$ cat src/rtl/minterm_scan_ctrl.sv
// Walks a combinational evaluator through every input combination and captures the
// resulting minterm mask and count. It also compares the mask against an expected mask.
module minterm_scan_ctrl #(
    parameter int N_VARS = 4,
    parameter int SETTLE = 1,
    parameter int M      = 2 ** N_VARS
) (
    input  logic              clk,
    input  logic              rst_n,
    input  logic              start,
    input  logic              abort,
    input  logic [M-1:0]      expected,
    output logic [N_VARS-1:0] eval_in,
    input  logic              eval_f,
    output logic              busy,
    output logic              done,
    output logic [M-1:0]      mask,
    output logic [N_VARS:0]   count,
    output logic              match,
    output logic              err_valid,
    output logic [N_VARS-1:0] first_err
);

    typedef enum logic [1:0] {
        IDLE  = 2'd0,
        DRIVE = 2'd1,
        DONE  = 2'd2
    } state_t;

    localparam logic [3:0]        SETTLE_LAST = 4'(SETTLE - 1);
    localparam logic [N_VARS-1:0] IDX_LAST    = '1;

    state_t              state_reg, state_next;
    logic [N_VARS-1:0]   idx_reg, idx_next;
    logic [3:0]          settle_reg, settle_next;
    logic [M-1:0]        exp_reg, exp_next;
    logic [M-1:0]        mask_reg, mask_next;
    logic [N_VARS:0]     count_reg, count_next;
    logic                match_reg, match_next;
    logic                err_valid_reg, err_valid_next;
    logic [N_VARS-1:0]   first_err_reg, first_err_next;
    logic [M-1:0]        mask_sampled;

    // Mask as it looks once the current index has been sampled.
    generate
        for (genvar gi = 0; gi < M; gi++) begin : g_sample
            assign mask_sampled[gi] = (idx_reg == N_VARS'(gi)) ? eval_f : mask_reg[gi];
        end
    endgenerate

    always_ff @(posedge clk or negedge rst_n) begin
        if (!rst_n) begin
            state_reg     <= IDLE;
            idx_reg       <= '0;
            settle_reg    <= '0;
            exp_reg       <= '0;
            mask_reg      <= '0;
            count_reg     <= '0;
            match_reg     <= 1'b0;
            err_valid_reg <= 1'b0;
            first_err_reg <= '0;
        end else begin
            state_reg     <= state_next;
            idx_reg       <= idx_next;
            settle_reg    <= settle_next;
            exp_reg       <= exp_next;
            mask_reg      <= mask_next;
            count_reg     <= count_next;
            match_reg     <= match_next;
            err_valid_reg <= err_valid_next;
            first_err_reg <= first_err_next;
        end
    end

    always_comb begin
        state_next     = state_reg;
        idx_next       = idx_reg;
        settle_next    = settle_reg;
        exp_next       = exp_reg;
        mask_next      = mask_reg;
        count_next     = count_reg;
        match_next     = match_reg;
        err_valid_next = err_valid_reg;
        first_err_next = first_err_reg;

        case (state_reg)
            IDLE: begin
                if (start) begin
                    state_next     = DRIVE;
                    exp_next       = expected;
                    mask_next      = '0;
                    count_next     = '0;
                    match_next     = 1'b0;
                    err_valid_next = 1'b0;
                    first_err_next = '0;
                    idx_next       = '0;
                    settle_next    = '0;
                end
            end
            DRIVE: begin
                // Abort beats the sample taken in the same cycle.
                if (abort) begin
                    state_next = IDLE;
                end else if (settle_reg == SETTLE_LAST) begin
                    mask_next  = mask_sampled;
                    count_next = count_reg + (N_VARS + 1)'(eval_f);
                    if ((eval_f != exp_reg[idx_reg]) && !err_valid_reg) begin
                        err_valid_next = 1'b1;
                        first_err_next = idx_reg;
                    end
                    if (idx_reg == IDX_LAST) begin
                        state_next = DONE;
                        // Match is already valid while done is high.
                        match_next = (mask_sampled == exp_reg);
                    end else begin
                        idx_next    = idx_reg + 1'b1;
                        settle_next = '0;
                    end
                end else begin
                    settle_next = settle_reg + 4'd1;
                end
            end
            DONE: begin
                match_next = (mask_reg == exp_reg);
                state_next = IDLE;
            end
            default: state_next = IDLE;
        endcase
    end

    assign eval_in   = (state_reg == DRIVE) ? idx_reg : '0;
    assign busy      = (state_reg == DRIVE);
    assign done      = (state_reg == DONE);
    assign mask      = mask_reg;
    assign count     = count_reg;
    assign match     = match_reg;
    assign err_valid = err_valid_reg;
    assign first_err = first_err_reg;

endmodule

$ cat config.mk
export PLATFORM = sky130hd
export DESIGN_NAME = minterm_scan_ctrl
export DESIGN_NICKNAME = d
export VERILOG_FILES = /design/src/rtl/minterm_scan_ctrl.sv
export SDC_FILE = /design/constraint.sdc
export NUM_CORES = 1
export LEC_CHECK = 0
export BUFFER_PORTS_ARGS = -buffer_cell sky130_fd_sc_hd__clkbuf_2
export CORE_ASPECT_RATIO = 0.6
export CORE_UTILIZATION = 45
export CTS_CLUSTER_SIZE = 40
export DETAILED_ROUTE_END_ITERATION = 10
export HOLD_SLACK_MARGIN = 0.12
export PLACE_DENSITY = 0.68
export RECOVER_POWER = 100
export SYNTH_ARGS = -nofsm -noshare
export SYNTH_HDL_FRONTEND = slang
export SYNTH_SLANG_ARGS = --single-unit
export TNS_END_PERCENT = 20
$ cat constraint.sdc
create_clock -name clk -period 2.5 [get_ports clk]
set_clock_uncertainty 0.05 [all_clocks]
set_input_delay 0.5 -clock clk [delete_from_list [all_inputs] [get_ports clk]]
set_output_delay 0.5 -clock clk [all_outputs]
set_load 0.05 [all_outputs]
==> impl_results.rst <==
.. list-table::
   :header-rows: 1

   * - Metric
     - Value
   * - Leading cell types in the layout, fill and taps excluded
     - 51 x nand2_1, 51 x dfrtp_1, 32 x buf_4, 29 x clkbuf_1, 28 x clkbuf_2
   * - Part of the total power dissipated in sequential elements
     - 0.295
   * - DRC violation count after routing
     - 0
   * - GRT overflow
     - 0
   * - Die Area
     - 0.007957 sq mm
   * - Met2 GRT Util
     - 0.3387
   * - Total iterations of the first detailed-routing run
     - 4
   * - Share of synthesized registers carrying an async set or reset
     - 1.000
   * - Share of the core filled with cells
     - 0.5688
   * - Kind of end point of the critical path
     - register
   * - Top-level I/O count
     - 54
   * - RePlAce Congestion
     - between 0.8 and 0.9
   * - Vias in the first global route
     - 2,866
   * - Register bit total from synthesis
     - 53
   * - Mean number of vias per cell
     - between 5 and 6
   * - Sort of element at the start of the critical path
     - register
   * - Final Total Pwr
     - 4.928 mW
   * - Max clock buf depth
     - 2
   * - Count of different cell masters after synthesis
     - 50
   * - Number of instances in the synthesized netlist
     - 355
   * - RSZ-0062 raised after global routing
     - true
   * - Area taken by flip-flops and latches
     - 0.001329 sq mm
   * - Count of nets after finishing
     - around 460
   * - Vias after detailed routing
     - about 3,000
   * - Number of standard cells in the layout, taps in and fillers out
     - 533
   * - Max FO, Critical Path
     - 5
   * - Mapped Area
     - 0.003417 sq mm
   * - Data arrival at the endpoint of the critical path
     - around 2.6 ns
   * - H-Tree Level Count
     - 2
   * - Clock tree from TritonCTS
     - yes
   * - Setup slack at placement
     - -0.03858 ns
   * - Routed wire length
     - 9406 um
   * - Worst vdd ir
     - between 0.7 and 0.8 mV
   * - Result of the run
     - finished clean
   * - Required time reported for the critical path endpoint
     - 2.65 ns
   * - Initial core utilization
     - 0.4683
   * - Largest net degree at the start of global routing
     - 30
   * - Number of buffers inserted for hold repair after clock tree synthesis
     - 0
   * - Slew Limit Fails
     - 0
   * - Area growth syn-to-layout
     - 21.46%
   * - Flip-flop cell with the highest count after synthesis
     - dfrtp_1
   * - GR Util met1
     - 0.4011
   * - Clock root buffer master
     - clkbuf_16
   * - MaxCap Viol Count
     - 0
   * - Setup Fix Bufs, Post-CTS
     - 0
   * - Cell Count Post-Placement
     - 525
   * - Syn_nets
     - 388
   * - Min setup slack post-route
     - 0.06442 ns
   * - Max-Slew Margin vs Limit
     - 0.1387
   * - Average cell area after synthesis
     - 9.625 sq um
   * - Fill cell instance count of the final layout
     - ~690
   * - Placeable core region
     - 0.007297 sq mm
   * - Share of final-layout standard cells stronger than drive strength 1
     - 0.2564
   * - Transition at the pin with the smallest max-transition slack
     - approximately 1.3 ns
   * - Static leakage
     - about 1.8 nW
   * - Number of buffers added by the clock tree synthesis step
     - 5
   * - Number of antenna violations at the first check in global routing
     - 0
   * - Clock power share
     - 0.168
   * - All-Layer GR Usage
     - 0.2517
   * - Internal power consumption
     - 2.628 mW
   * - Time the worst path needs with I/O delays and setup
     - 2.436 ns
   * - Die boundary width
     - 114.5 um
   * - Clk_lat worst skew
     - 0.30 ns
   * - Wire length per cell
     - approximately 18 um
   * - Count of synthesis-stage warnings from yosys
     - 0
   * - Share of total power in combinational logic
     - 0.536
   * - Switching part of the total
     - 0.4666
   * - Fmax
     - 0.4106 GHz
   * - Multi-input combinational cell area
     - around 0.0020 sq mm
   * - Final-layout setup total negative slack
     - 0 ns
   * - Final clock period utilization by the worst path
     - 0.9742
   * - Final-report hold violation count
     - 0
   * - Count of flip-flops with a built-in enable after synthesis
     - 0
   * - Clock Sinks
     - 53
   * - Sw power
     - about 2.3 mW
   * - CTS clock-pin slew for the worst setup and hold paths
     - 0.07 ns
   * - Std cell rows
     - 24
   * - Final Setup Violations
     - 0
   * - Remaining number of nets flagged by the antenna check after routing
     - 0
   * - Top Usage Layer GRT
     - met1
   * - 1st-iter DRT viols
     - 272
   * - Met3 global-route usage
     - 0.06381
   * - Chip Height
     - just under 70 um
   * - Register area share after synthesis
     - 0.3881
   * - Ratio of total power to cell area
     - between 1000 and 1500 mW/mm^2
   * - Antenna diode count
     - 0
   * - Post-DP HPWL
     - approximately 7000 um
   * - Count of input and output buffers
     - between 50 and 60
   * - Crit Path Class
     - register to register
   * - Min-Delay Path Class
     - input pin to register
   * - Global-route wire length before repair
     - approximately 15,000 um
## stage by stage
stage / hold WS, ns / area, sq um
floorplan: 0.1544 / 3417
global placement: 0.4453 / 4014
detailed placement: 0.4607 / 4014
CTS: 0.1878 / 4192
global route: 0.3836 / 4150
finish: 0.3791 / 4150
## synthesized netlist by cell type (3+ instances only)
library cell / instances / area (sq um)
nand2_1: 51 / 191.4
nand4_1: 7 / 43.79
clkbuf_1: 10 / 37.54
nor2b_1: 4 / 25.02
nand3b_1: 4 / 30.03
nand4b_1: 5 / 43.79
o32ai_1: 3 / 26.28
mux2_2: 19 / 214.0
nand3_1: 10 / 50.05
nor2_1: 23 / 86.33
inv_1: 13 / 48.80
xor2_1: 15 / 131.4
mux4_2: 3 / 67.56
dfrtp_1: 53 / 1326
a21oi_1: 10 / 50.05
a22o_1: 11 / 96.34
o22ai_1: 5 / 31.28
o21ai_0: 24 / 120.1
ha_1: 12 / 150.1
mux2i_1: 15 / 150.1
o221ai_1: 3 / 26.28
buf_2: 7 / 35.03
nand2b_1: 8 / 50.05
## critical path, cell delays in order (launching register included)
cell,delay (ns)
dfrtp_2,0.43
mux4_1,0.55
mux4_2,0.51
xnor2_2,0.16
or3_4,0.39
o311ai_2,0.24
## layout make-up
type	count	share of cell area
sequential	53	0.3202
clock buffer	6	0.03346
inverter	13	0.01176
tap	104	0.03135
multi-input combinational	266	0.4763
timing repair buffer	89	0.1179
clock inverter	2	0.009044
## worst paths after layout
check	from	slack [ns]	cells past startpoint	endpoint
worst max register to register	idx_reg[2]	0.06	5	first_err[0]
max in group asynchronous	rst_n	0.53	2	idx_reg[2]
worst min-delay path	expected[3]	0.38	2	exp_reg[3]
worst max-delay path	idx_reg[2]	0.06	5	first_err[0]
min in group asynchronous	rst_n	0.42	1	mask[10]
worst min register to register	count[0]	0.47	2	count[0]
## logic make-up (layout without fill, tap and decap cells)
logic type               Yosys count  count (layout)  synth area share
AND/OR/NAND/NOR                  131             131            0.1988
AO/OA/AOI/OAI                     67              67            0.1329
flip-flops                        53              53            0.3881
multiplexers                      39              39            0.1417
buffers and inverters             36             110           0.04870
XOR/XNOR                          17              17           0.04577
adder cells (fa/ha/maj)           12              12           0.04394
## power groups by stage
stage                     clock [mW]  combinational [mW]  sequential (mW)
after floorplan                    0                1.42             1.79
after global placement             0                2.59             1.45
after detailed placement           0                2.64             1.45
after CTS                      0.843                2.66             1.44
after global routing           0.887                2.85             1.49
final                          0.830                2.64             1.45
## routing by layer
metal,wire (um),up-vias,part of all wire
li1,-,1418,-
met1,4654,1431,0.49
met2,3818,126,0.41
met3,858,9,0.091
met4,74,0,0.0079
met5,0,-,0
## repair_timing
action / in CTS / in global routing
pin swaps: 0 / 0
resized for setup: 1 / 12
endpoints found under the setup margin: 2 / 13
Power figures use the tool's default switching activity.
